<file path="src/rtl/mips16_ctrl_pkg.sv">
// Shared encodings for the 16-bit MIPS multi-cycle controller: states, opcodes,
// mux select values and the packed control word produced by the state decoder.
package mips16_ctrl_pkg;

  localparam logic [3:0] ST_FETCH     = 4'd0;
  localparam logic [3:0] ST_DECODE    = 4'd1;
  localparam logic [3:0] ST_MEM_ADDR  = 4'd2;
  localparam logic [3:0] ST_MEM_READ  = 4'd3;
  localparam logic [3:0] ST_MEM_WB    = 4'd4;
  localparam logic [3:0] ST_MEM_WRITE = 4'd5;
  localparam logic [3:0] ST_EXECUTE   = 4'd6;
  localparam logic [3:0] ST_ALU_WB    = 4'd7;
  localparam logic [3:0] ST_BRANCH    = 4'd8;
  localparam logic [3:0] ST_JUMP      = 4'd9;
  localparam logic [3:0] ST_ADDI_EX   = 4'd10;
  localparam logic [3:0] ST_ADDI_WB   = 4'd11;
  localparam logic [3:0] ST_HALT      = 4'd12;

  typedef enum logic [3:0] {
    S_FETCH     = ST_FETCH,
    S_DECODE    = ST_DECODE,
    S_MEM_ADDR  = ST_MEM_ADDR,
    S_MEM_READ  = ST_MEM_READ,
    S_MEM_WB    = ST_MEM_WB,
    S_MEM_WRITE = ST_MEM_WRITE,
    S_EXECUTE   = ST_EXECUTE,
    S_ALU_WB    = ST_ALU_WB,
    S_BRANCH    = ST_BRANCH,
    S_JUMP      = ST_JUMP,
    S_ADDI_EX   = ST_ADDI_EX,
    S_ADDI_WB   = ST_ADDI_WB,
    S_HALT      = ST_HALT
  } state_e;

  localparam logic [3:0] OP_RTYPE = 4'b0000;
  localparam logic [3:0] OP_ADDI  = 4'b0001;
  localparam logic [3:0] OP_LW    = 4'b0010;
  localparam logic [3:0] OP_SW    = 4'b0011;
  localparam logic [3:0] OP_BEQ   = 4'b0100;
  localparam logic [3:0] OP_J     = 4'b0101;
  localparam logic [3:0] OP_HALT  = 4'b1111;

  localparam logic [1:0] SRCB_REG  = 2'b00;
  localparam logic [1:0] SRCB_ONE  = 2'b01;
  localparam logic [1:0] SRCB_IMM  = 2'b10;
  localparam logic [1:0] SRCB_BOFF = 2'b11;

  localparam logic [1:0] PCSRC_ALU    = 2'b00;
  localparam logic [1:0] PCSRC_ALUOUT = 2'b01;
  localparam logic [1:0] PCSRC_JUMP   = 2'b10;

  localparam logic [1:0] ALUOP_ADD   = 2'b00;
  localparam logic [1:0] ALUOP_SUB   = 2'b01;
  localparam logic [1:0] ALUOP_FUNCT = 2'b10;

  typedef struct packed {
    logic       pc_write;
    logic       pc_write_cond;
    logic       ir_write;
    logic       mem_read;
    logic       mem_write;
    logic       reg_write;
    logic       iord;
    logic       alu_src_a;
    logic [1:0] alu_src_b;
    logic [1:0] pc_source;
    logic       reg_dst;
    logic       mem_to_reg;
    logic [1:0] alu_op;
    logic       halted;
  } ctrl_t;

  function automatic logic is_legal_op(input logic [3:0] op);
    return (op inside {OP_RTYPE, OP_ADDI, OP_LW, OP_SW, OP_BEQ, OP_J, OP_HALT});
  endfunction

endpackage

</file>
<file path="src/rtl/mips16_ctrl_decode.sv">
// Pure Moore decode: maps the current state to the raw control word.
// Reset and memory-ready gating are applied by the parent.
module mips16_ctrl_decode
  import mips16_ctrl_pkg::*;
(
  input  state_e i_state,
  output ctrl_t  o_ctrl
);

  always_comb begin
    o_ctrl = '0;
    case (i_state)
      S_FETCH: begin
        o_ctrl.mem_read  = 1'b1;
        o_ctrl.ir_write  = 1'b1;
        o_ctrl.alu_src_b = SRCB_ONE;
        o_ctrl.alu_op    = ALUOP_ADD;
        o_ctrl.pc_source = PCSRC_ALU;
        o_ctrl.pc_write  = 1'b1;
      end
      S_DECODE: begin
        o_ctrl.alu_src_b = SRCB_BOFF;
        o_ctrl.alu_op    = ALUOP_ADD;
      end
      S_MEM_ADDR, S_ADDI_EX: begin
        o_ctrl.alu_src_a = 1'b1;
        o_ctrl.alu_src_b = SRCB_IMM;
        o_ctrl.alu_op    = ALUOP_ADD;
      end
      S_MEM_READ: begin
        o_ctrl.mem_read = 1'b1;
        o_ctrl.iord     = 1'b1;
      end
      S_MEM_WB: begin
        o_ctrl.reg_write  = 1'b1;
        o_ctrl.mem_to_reg = 1'b1;
      end
      S_MEM_WRITE: begin
        o_ctrl.mem_write = 1'b1;
        o_ctrl.iord      = 1'b1;
      end
      S_EXECUTE: begin
        o_ctrl.alu_src_a = 1'b1;
        o_ctrl.alu_src_b = SRCB_REG;
        o_ctrl.alu_op    = ALUOP_FUNCT;
      end
      S_ALU_WB: begin
        o_ctrl.reg_write = 1'b1;
        o_ctrl.reg_dst   = 1'b1;
      end
      S_BRANCH: begin
        o_ctrl.alu_src_a     = 1'b1;
        o_ctrl.alu_src_b     = SRCB_REG;
        o_ctrl.alu_op        = ALUOP_SUB;
        o_ctrl.pc_source     = PCSRC_ALUOUT;
        o_ctrl.pc_write_cond = 1'b1;
      end
      S_JUMP: begin
        o_ctrl.pc_source = PCSRC_JUMP;
        o_ctrl.pc_write  = 1'b1;
      end
      S_ADDI_WB: begin
        o_ctrl.reg_write = 1'b1;
      end
      S_HALT: begin
        o_ctrl.halted = 1'b1;
      end
      default: o_ctrl = '0;
    endcase
  end

endmodule

</file>
<file path="src/rtl/mips16_multicycle_ctrl.sv">
// Multi-cycle control FSM for the 16-bit MIPS datapath: state register, next-state
// logic, registered illegal-opcode pulse, and reset/memory-ready gating of strobes.
module mips16_multicycle_ctrl
  import mips16_ctrl_pkg::*;
(
  input  logic       clk,
  input  logic       reset,
  input  logic [3:0] opcode,
  input  logic       zero,
  input  logic       mem_ready,
  output logic       pc_write,
  output logic       pc_write_cond,
  output logic       ir_write,
  output logic       mem_read,
  output logic       mem_write,
  output logic       reg_write,
  output logic       iord,
  output logic       alu_src_a,
  output logic [1:0] alu_src_b,
  output logic [1:0] pc_source,
  output logic       reg_dst,
  output logic       mem_to_reg,
  output logic [1:0] alu_op,
  output logic [3:0] state,
  output logic       illegal,
  output logic       halted
);

  state_e r_state;
  state_e w_next;
  logic   r_illegal;
  ctrl_t  w_ctrl;
  logic   w_strobe_en;
  logic   w_fetch_done;
  logic   w_unused_zero;

  // Branch resolution happens in the datapath (pc_write_cond & zero).
  assign w_unused_zero = zero;

  always_comb begin
    w_next = r_state;
    case (r_state)
      S_FETCH:     w_next = mem_ready ? S_DECODE : S_FETCH;
      S_DECODE: begin
        case (opcode)
          OP_RTYPE:     w_next = S_EXECUTE;
          OP_ADDI:      w_next = S_ADDI_EX;
          OP_LW, OP_SW: w_next = S_MEM_ADDR;
          OP_BEQ:       w_next = S_BRANCH;
          OP_J:         w_next = S_JUMP;
          OP_HALT:      w_next = S_HALT;
          default:      w_next = S_FETCH;
        endcase
      end
      S_MEM_ADDR:  w_next = (opcode == OP_SW) ? S_MEM_WRITE : S_MEM_READ;
      S_MEM_READ:  w_next = mem_ready ? S_MEM_WB : S_MEM_READ;
      S_MEM_WB:    w_next = S_FETCH;
      S_MEM_WRITE: w_next = mem_ready ? S_FETCH : S_MEM_WRITE;
      S_EXECUTE:   w_next = S_ALU_WB;
      S_ALU_WB:    w_next = S_FETCH;
      S_ADDI_EX:   w_next = S_ADDI_WB;
      S_ADDI_WB:   w_next = S_FETCH;
      S_BRANCH:    w_next = S_FETCH;
      S_JUMP:      w_next = S_FETCH;
      S_HALT:      w_next = S_HALT;
      default:     w_next = S_FETCH;
    endcase
  end

  always_ff @(posedge clk or posedge reset) begin
    if (reset) begin
      r_state   <= S_FETCH;
      r_illegal <= 1'b0;
    end else begin
      r_state   <= w_next;
      r_illegal <= (r_state == S_DECODE) && !is_legal_op(opcode);
    end
  end

  mips16_ctrl_decode u_decode (
    .i_state (r_state),
    .o_ctrl  (w_ctrl)
  );

  // Strobes drop combinationally on reset so an abandoned instruction writes nothing.
  assign w_strobe_en  = ~reset;
  assign w_fetch_done = (r_state != S_FETCH) || mem_ready;

  assign pc_write      = w_ctrl.pc_write & w_fetch_done & w_strobe_en;
  assign ir_write      = w_ctrl.ir_write & w_fetch_done & w_strobe_en;
  assign pc_write_cond = w_ctrl.pc_write_cond & w_strobe_en;
  assign mem_read      = w_ctrl.mem_read & w_strobe_en;
  assign mem_write     = w_ctrl.mem_write & w_strobe_en;
  assign reg_write     = w_ctrl.reg_write & w_strobe_en;

  assign iord       = w_ctrl.iord;
  assign alu_src_a  = w_ctrl.alu_src_a;
  assign alu_src_b  = w_ctrl.alu_src_b;
  assign pc_source  = w_ctrl.pc_source;
  assign reg_dst    = w_ctrl.reg_dst;
  assign mem_to_reg = w_ctrl.mem_to_reg;
  assign alu_op     = w_ctrl.alu_op;
  assign halted     = w_ctrl.halted;
  assign state      = r_state;
  assign illegal    = r_illegal;

endmodule

</file>
<file path="config.mk">
export PLATFORM = sky130hd
export DESIGN_NAME = mips16_multicycle_ctrl
export DESIGN_NICKNAME = d
export VERILOG_FILES = /design/src/rtl/mips16_ctrl_pkg.sv /design/src/rtl/mips16_ctrl_decode.sv /design/src/rtl/mips16_multicycle_ctrl.sv
export SDC_FILE = /design/constraint.sdc
export NUM_CORES = 1
export LEC_CHECK = 0
export CAP_MARGIN = 5
export CORE_MARGIN = 10
export CORE_UTILIZATION = 38
export CTS_CLUSTER_SIZE = 8
export DETAILED_ROUTE_END_ITERATION = 10
export PLACE_DENSITY = 0.77
export SYNTH_ARGS = -nofsm -noshare
export SYNTH_HDL_FRONTEND = slang
export SYNTH_SLANG_ARGS = --single-unit
</file>
<file path="constraint.sdc">
create_clock -name clk -period 1.67 [get_ports clk]
set_clock_uncertainty 0.1 [all_clocks]
set_input_delay 0.334 -clock clk [delete_from_list [all_inputs] [get_ports clk]]
set_output_delay 0.334 -clock clk [all_outputs]
set_load 0.1 [all_outputs]
</file>
==> results of run 1 <==
-- stage by stage --
stage          cells  area, um2  TNS (ps)
2_1_floorplan     85        843    -11340
3_3_place_gp     157       1540     -1290
-- synthesized netlist by cell type --
library cell / number / area (um2)
a2111oi_1: 1 / 10.0
nor2b_1: 2 / 12.5
nor3_1: 10 / 50.1
buf_4: 4 / 30.0
xor2_1: 1 / 8.76
nor3_2: 1 / 10.0
o41ai_2: 1 / 16.3
a31oi_1: 1 / 6.26
o22ai_1: 1 / 6.26
nand3b_1: 1 / 7.51
nand2_1: 8 / 30.0
nor3b_1: 2 / 15.0
inv_1: 3 / 11.3
a2bb2oi_1: 1 / 8.76
or2_1: 1 / 6.26
o21a_1: 1 / 7.51
nand2b_1: 6 / 37.5
a21oi_1: 6 / 30.0
nor4_1: 5 / 31.3
or3_1: 1 / 6.26
a211o_1: 1 / 8.76
buf_6: 1 / 11.3
o21ai_0: 1 / 5.00
o221ai_1: 1 / 8.76
nor2_1: 12 / 45.0
a211oi_1: 1 / 7.51
dfrtp_1: 5 / 125
or2b_1: 1 / 7.51
buf_2: 4 / 20.0
xnor2_1: 1 / 8.76
-- cell families after synthesis --
kind of cell | Yosys count | synth area share
simple gates | 50 | 0.440
xor+xnor | 2 | 0.0297
flops | 5 | 0.212
compound gates | 16 | 0.195
buf+inv | 12 | 0.123
==> results_dict.tcl, run 1 <==
set metrics [dict create \
    status "did not finish" \
    stop_stage "detailed placement (3_5_place_dp)" \
    error_line "[ERROR DPL-0038] Utilization greater than 100%, impossible to legalize" \
    ys_types 30 \
    port_buffers 28 \
    syn-cell-area_um2 589 \
    die_w_um 59.4 \
    rows 14 \
    start_util 0.396 \
    syn_area_per_cell_um2 6.93 \
    gp_congestion 0.855 \
    yosys_warnings 0 \
    synth_nets 93 \
    synth_seq_cells 5 \
    ys_seq_area_frac 0.212 \
    dieHeight_um 59.4 \
    io_pins 30 \
    syn_inst 85 \
]
==> run 2, diff against run 1 <==
CORE_AREA = 10 10 71 73   (was unset)
CORE_MARGIN = unset   (was 10)
CORE_UTILIZATION = unset   (was 38)
CTS_CLUSTER_SIZE = unset   (was 8)
DIE_AREA = 0 0 81 83   (was unset)
PLACE_DENSITY = unset   (was 0.77)
PLACE_DENSITY_LB_ADDON = 0.15   (was unset)
==> results_dict.tcl, run 2 <==
set metrics [dict create \
    max_freq_ghz 0.522 \
    yosys.area.top_type "dfrtp_1" \
    clockBufferDepth 2 \
    synth_seq_cells 5 \
    grt_pass1_wl_mm 4.39 \
    violations "negative setup slack" \
    grt_pass1_vias 966 \
    core_area_mm2 0.00363 \
    crit_fanout 5 \
    start_util 0.162 \
    grt_max_degree 10 \
    area_growth_pct 209 \
    setup_ws_ps -244 \
    period_share 1.15 \
    cap_viol_max_count 0 \
    die-area_mm2 0.00672 \
    cts_tree "built" \
    grt_usage 0.0787 \
    min_path_type "input port to asynchronous set/reset pin" \
    ff2ff_setup_slack_ps 80 \
    final_cell_area_mm2 0.00182 \
    tightest_slew_ps 333 \
    final_max_slew_viol_count 0 \
    diodes 0 \
    drtIter0Drc 5 \
    nFillCells 352 \
    worstSetupEndpointType "primary output" \
    cts.clk_slew.worst_paths_ps 40 \
    required_ps 1240 \
    cpLargestDelayFamily "flip-flops" \
    final_nets 163 \
    cp-start-kind "flop" \
    synth.most_common_cell "nor2_1" \
    synth_common_cells "12 x nor2_1, 10 x nor3_1, 8 x nand2_1" \
    cts.sinks 5 \
    worstPathCellList "nor3_4 -> a21oi_2 -> nor4_4 -> buf_12" \
    antenna_found_initial 0 \
    ys_top_cells_by_area "dfrtp_1 21%, nor3_1 8.5%, nor2_1 7.6%" \
    drive_above_1_share 0.708 \
    arrival_ps 1480 \
    synth-main-ff-cell "dfrtp_1" \
    cts_root_buf "clkbuf_8" \
    wire_per_inst_um 13.2 \
    syn_area_per_cell_um2 6.93 \
    async_reset_ff_frac 1.00 \
    crit_slowest_cell "dfrtp_4" \
    dp_hpwl_mm 2.13 \
    cts_made_buffers 3 \
    die_w_um 81 \
    ant_nets 0 \
    h-tree-depth 1 \
    ys_types 30 \
    syn_inst 85 \
    largest_register_ffs 4 \
    worst-setup-path-type "flop to primary output" \
    status "complete, but fails checks" \
    synth_nets 93 \
    clock_latency_ps 220 \
    io_pins 30 \
    drc 0 \
    mostFrequentLayoutCells "30 x buf_4, 23 x buf_12, 14 x buf_6, 8 x nor2_1, 7 x nor3_4" \
    syn-cell-area_um2 589 \
    hold_viol_final 0 \
    overflow 0 \
    worst-path-buf-inv 1 \
    dpl_cell_area_mm2 0.00157 \
    final_common_cell "buf_4" \
    setup_viol 17 \
    first_pass_iters 4 \
    vias 887 \
    port_buffers 28 \
    rsz0062_at_grt "true" \
    ys_seq_area_frac 0.212 \
    viasPerCell 4.39 \
    gp_congestion 0.799 \
    rows 22 \
    relSlewSlack 0.778 \
    routed_wl_mm 2.66 \
    critPathMaxStageDelay_ps 500 \
    yosys_warnings 0 \
    period_minus_slack_ps 1910 \
    synth_top_area_share 0.212 \
    dieHeight_um 83 \
    synth_enable_flop_cells 0 \
]
[run 2: timing repair]
action | CTS | global route
setup endpoints to repair | 17 | 22
endpoints found under the hold margin | 0 | 0
resized for setup | 27 | 9
hold buffers | 0 | 0
setup buffers | 7 | 3
cloned | 0 | 0
pin swaps | 11 | 6
[run 2: worst min-delay path, cell delays in order]
cell and delay, ps:
dlygate4sd2_1 260, buf_6 130, inv_1 80, buf_4 150
[run 2: layout make-up]
| class | count | area, um2 | area share |
|---|---|---|---|
| sequential | 5 | 140 | 0.0769 |
| timing repair buffer | 74 | 916 | 0.503 |
| inverter | 3 | 11.3 | 0.00618 |
| multi-input combinational | 68 | 649 | 0.356 |
| tap | 48 | 60.1 | 0.0330 |
| clock buffer | 4 | 45.0 | 0.0247 |
[run 2: worst paths after layout]
| kind | startpoint | endpoint | cells past startpoint |
|---|---|---|---|
| min in group clk | state[3] | state[0] | 2 |
| worst min register to register | state[3] | state[0] | 2 |
| max in group asynchronous | reset | state[3] | 4 |
| worst max register to register | state[2] | state[0] | 6 |
| worst min-delay path | reset | state[1] | 4 |
| worst max-delay path | state[3] | pc_write | 4 |
[run 2: cell families (layout without fill, tap and decap cells)]
| kind of cell | count (synthesis) | after routing | share of synthesized area |
|---|---|---|---|
| simple gates | 50 | 50 | 0.440 |
| xor+xnor | 2 | 2 | 0.0297 |
| buf+inv | 12 | 81 | 0.123 |
| flops | 5 | 5 | 0.212 |
| compound gates | 16 | 16 | 0.195 |
[run 2: stage by stage]
stage / setup slack [ps] / cells / hold slack, ps / setup TNS [ps] / util
3_5_place_dp: -385 / 188 / 599 / -1660 / 0.431
6_report: -244 / 202 / 307 / -3070 / 0.501
2_1_floorplan: -937 / 85 / 28.7 / -11340 / -
5_1_grt: -301 / 202 / 320 / -3940 / 0.501
3_3_place_gp: -362 / 188 / 609 / -1580 / 0.431
4_1_cts: -302 / 199 / 315 / -3300 / 0.487
[run 2: metal layers]
layer | up-vias | global-route usage | part of all wire
met2 | 33 | 0.140 | 0.56
met1 | 415 | 0.0813 | 0.38
met5 | - | 0 | 0
met3 | 2 | 0.0151 | 0.048
li1 | 437 | - | -
met4 | 0 | 0.0469 | 0.0060
Power of run 2 is not shown: default switching activity piles up to over one toggle a cycle in this logic, so the estimate is an artifact.
==> run 3, diff against run 2 <==
CAP_MARGIN = 10   (was 5)
SKIP_LAST_GASP = 1   (was unset)
clock period = 1.8 ns   (was 1.67 ns; I/O delays follow)
==> results_dict.tcl, run 3 (synthesis gave the netlist of run 2 again) <==
set metrics [dict create \
    core_area_mm2 0.00363 \
    dieHeight_um 83 \
    setup_viol 14 \
    gp_congestion 0.830 \
    mostFrequentLayoutCells "26 x buf_4, 24 x buf_12, 9 x buf_6, 8 x nor2_1, 7 x nor3_4" \
    cts_root_buf "clkbuf_8" \
    final_common_cell "buf_4" \
    period_minus_slack_ps 1940 \
    cts.sinks 5 \
    worstSetupEndpointType "primary output" \
    cts_tree "built" \
    arrival_ps 1480 \
    relSlewSlack 0.742 \
    wire_per_inst_um 12.5 \
    first_pass_iters 4 \
    grt_pass1_vias 929 \
    grt_usage 0.0764 \
    min_path_type "input port to asynchronous set/reset pin" \
    grt_max_degree 9 \
    cts_hold_buf 0 \
    cts.clk_slew.worst_paths_ps 30 \
    setup_ws_ps -139 \
    pre_cts_ws_ps -299 \
    hold_viol_final 0 \
    ant_nets 0 \
    violations "negative setup slack" \
    vias 831 \
    final_max_slew_viol_count 0 \
    port_buffers 28 \
    worstReg2RegEnd "state[1]" \
    viasPerCell 4.31 \
    tightest_slew_ps 386 \
    grt_pass1_wl_mm 4.33 \
    clock_latency_ps 220 \
    drive_above_1_share 0.690 \
    crit_fanout 7 \
    reg2reg_from "state[0]" \
    drtIter0Drc 12 \
    io_pins 30 \
    routed_wl_mm 2.41 \
    clockBufferDepth 2 \
    area_growth_pct 196 \
    worst-setup-path-type "flop to primary output" \
    ff2ff_setup_slack_ps 100 \
    rsz0062_at_grt "true" \
    h-tree-depth 1 \
    utilization 0.479 \
    diodes 0 \
    die-area_mm2 0.00672 \
    cp-start-kind "flop" \
    dp_hpwl_mm 2.04 \
    r2r_cells 7 \
    antenna_found_initial 0 \
    rows 22 \
    status "complete, but fails checks" \
    die_w_um 81 \
    max_freq_ghz 0.516 \
    drc 0 \
    cts_made_buffers 3 \
    final_nets 154 \
    cap_viol_max_count 0 \
    largest_register_ffs 4 \
    start_util 0.162 \
    period_share 1.08 \
    required_ps 1340 \
    finalSetupTns_ps -1150 \
    overflow 0 \
]
run 3: critical path, stage by stage, from the launching register on:
cell and delay (ps):
dfrtp_4 520, buf_6 140, nor2b_4 120, nor4_4 260
buf_12 210
run 3: how the worst max path moves through the flow:
stage,startpoint,to,slack (ps),depth (start not counted)
floorplan,state[1],reg_write,-830,4
detailed placement,mem_ready,ir_write,-300,5
global route,state[0],mem_read,-190,4
finish,state[0],mem_read,-140,4
global placement,mem_ready,ir_write,-290,5
CTS,state[1],ir_write,-210,3
run 3: layer usage:
metal / part of all wire / global-route usage / up-vias / wire length (um)
li1: - / - / 424 / -
met5: 0 / 0 / - / 0
met3: 0.081 / 0.0216 / 0 / 195
met4: 0 / 0.0376 / 0 / 0
met1: 0.39 / 0.0875 / 374 / 941
met2: 0.53 / 0.125 / 33 / 1270
run 3: cell type report:
cell class / instances / area (um2)
multi-input cells: 68 / 651
clock buffers: 4 / 45.0
repair buffers: 65 / 835
inverters: 3 / 11.3
flip-flops and latches: 5 / 140
well taps: 48 / 60.1
fillers: 366 / 1890
run 3: metrics by stage:
| step | instance area (um2) | cells | hold WS, ps |
|---|---|---|---|
| floorplan | 843 | 85 | 54.7 |
| global placement | 1480 | 176 | 534 |
| detailed placement | 1480 | 176 | 538 |
| CTS | 1710 | 191 | 342 |
| global route | 1740 | 193 | 368 |
| finish | 1740 | 193 | 335 |
run 3: repair_timing:
item,4_1_cts,5_1_grt
buffers inserted,11,2
gates resized for setup,23,6
gates cloned,0,0
setup endpoints to repair,16,17
pin swaps,12,10
Power of run 3 is left out for the same reason.
==> run 4, diff against run 3 <==
RECOVER_POWER = 25   (was unset)
==> results_dict.tcl, run 4 (synthesis gave the netlist of run 2 again) <==
set metrics [dict create \
    grt_pass1_vias 929 \
    status "complete, but fails checks" \
    hold_viol_final 0 \
    worst-setup-path-type "flop to primary output" \
    reg2reg_from "state[0]" \
    cts_root_buf "clkbuf_8" \
    largest_register_ffs 4 \
    drtIter0Drc 12 \
    h-tree-depth 1 \
    die-area_mm2 0.00672 \
    cts_hold_buf 0 \
    setup_viol 14 \
    port_buffers 28 \
    start_util 0.162 \
    violations "negative setup slack" \
    dieHeight_um 83 \
    whs_ps 450 \
    ff2ff_setup_slack_ps 100 \
    ant_nets 0 \
    setup_ws_ps -138 \
    cts_made_buffers 3 \
    nFillCells 367 \
    period_share 1.08 \
    rsz0062_at_grt "true" \
    required_ps 1340 \
    cap_viol_max_count 0 \
    antenna_found_initial 0 \
    relSlewSlack 0.742 \
    grt_usage 0.0764 \
    cts_tree "built" \
    pre_cts_ws_ps -299 \
    cp-start-kind "flop" \
    arrival_ps 1480 \
    finalSetupTns_ps -1150 \
    grt_max_degree 9 \
    final_max_slew_viol_count 0 \
    clockBufferDepth 2 \
    final_nets 154 \
    first_pass_iters 4 \
    period_minus_slack_ps 1940 \
    core_area_mm2 0.00363 \
    critPathLaunch "state[0]" \
    grt_pass1_wl_mm 4.33 \
    r2r_cells 7 \
    io_pins 30 \
    crit_fanout 7 \
    clock_latency_ps 220 \
    max_freq_ghz 0.516 \
    overflow 0 \
    final_common_cell "buf_4" \
    rows 22 \
    worstReg2RegEnd "state[1]" \
    min_path_type "input port to asynchronous set/reset pin" \
    mostFrequentLayoutCells "25 x buf_4, 24 x buf_12, 8 x nor2_1, 8 x buf_6, 7 x nor3_4" \
    drive_above_1_share 0.676 \
    drc 0 \
    area_growth_pct 194 \
    utilization 0.476 \
    tightest_slew_ps 386 \
    routed_wl_mm 2.40 \
    gp_congestion 0.830 \
    vias 831 \
    cts.sinks 5 \
    viasPerCell 4.31 \
    worstSetupEndpointType "primary output" \
    cts.clk_slew.worst_paths_ps 30 \
    diodes 0 \
    die_w_um 81 \
    dp_hpwl_mm 2.04 \
    wire_per_inst_um 12.5 \
]
-- run 4: changes by cell type in the layout (fill, tap and decap cells not counted) --
cell	previous run	this run
buf_4	26	25
buf_6	9	8
clkbuf_1	1	3
-- run 4: metrics by stage --
step | instances | instance area (um2)
CTS | 191 | 1710
global placement | 176 | 1480
global route | 193 | 1730
detailed placement | 176 | 1480
floorplan | 85 | 843
finish | 193 | 1730
-- run 4: worst max path at each step --
stage                      endpoint  slack, ps  depth (start not counted)
after floorplan           reg_write       -830                          4
after global placement     ir_write       -290                          5
after detailed placement   ir_write       -300                          5
after CTS                  ir_write       -210                          3
after global routing       mem_read       -190                          4
final                      mem_read       -140                          4
-- run 4: cell type report --
cell class	instances	area (um2)	area share
multi-input cells	68	651	0.376
clock buffers	4	45.0	0.0260
well taps	48	60.1	0.0347
flip-flops and latches	5	140	0.0810
inverters	3	11.3	0.00651
repair buffers	65	823	0.476
-- run 4: worst max-delay path, cell delays in order (launching register included) --
cell and delay [ps]:
dfrtp_4 520, buf_6 140, nor2b_4 120, nor4_4 260
buf_12 210
-- run 4: per-layer routing --
layer / up-vias / routed length, um / track usage
li1: 424 / - / -
met1: 374 / 942 / 0.0875
met2: 33 / 1270 / 0.125
met3: 0 / 195 / 0.0216
met4: 0 / 0 / 0.0376
met5: - / 0 / 0
-- run 4: what timing repair did --
item	in CTS	in global routing
endpoints found under the hold margin	0	0
gates resized for setup	23	6
pin swaps	12	10
setup buffers	11	2
endpoints found under the setup margin	16	17
Power of run 4 is left out for the same reason.
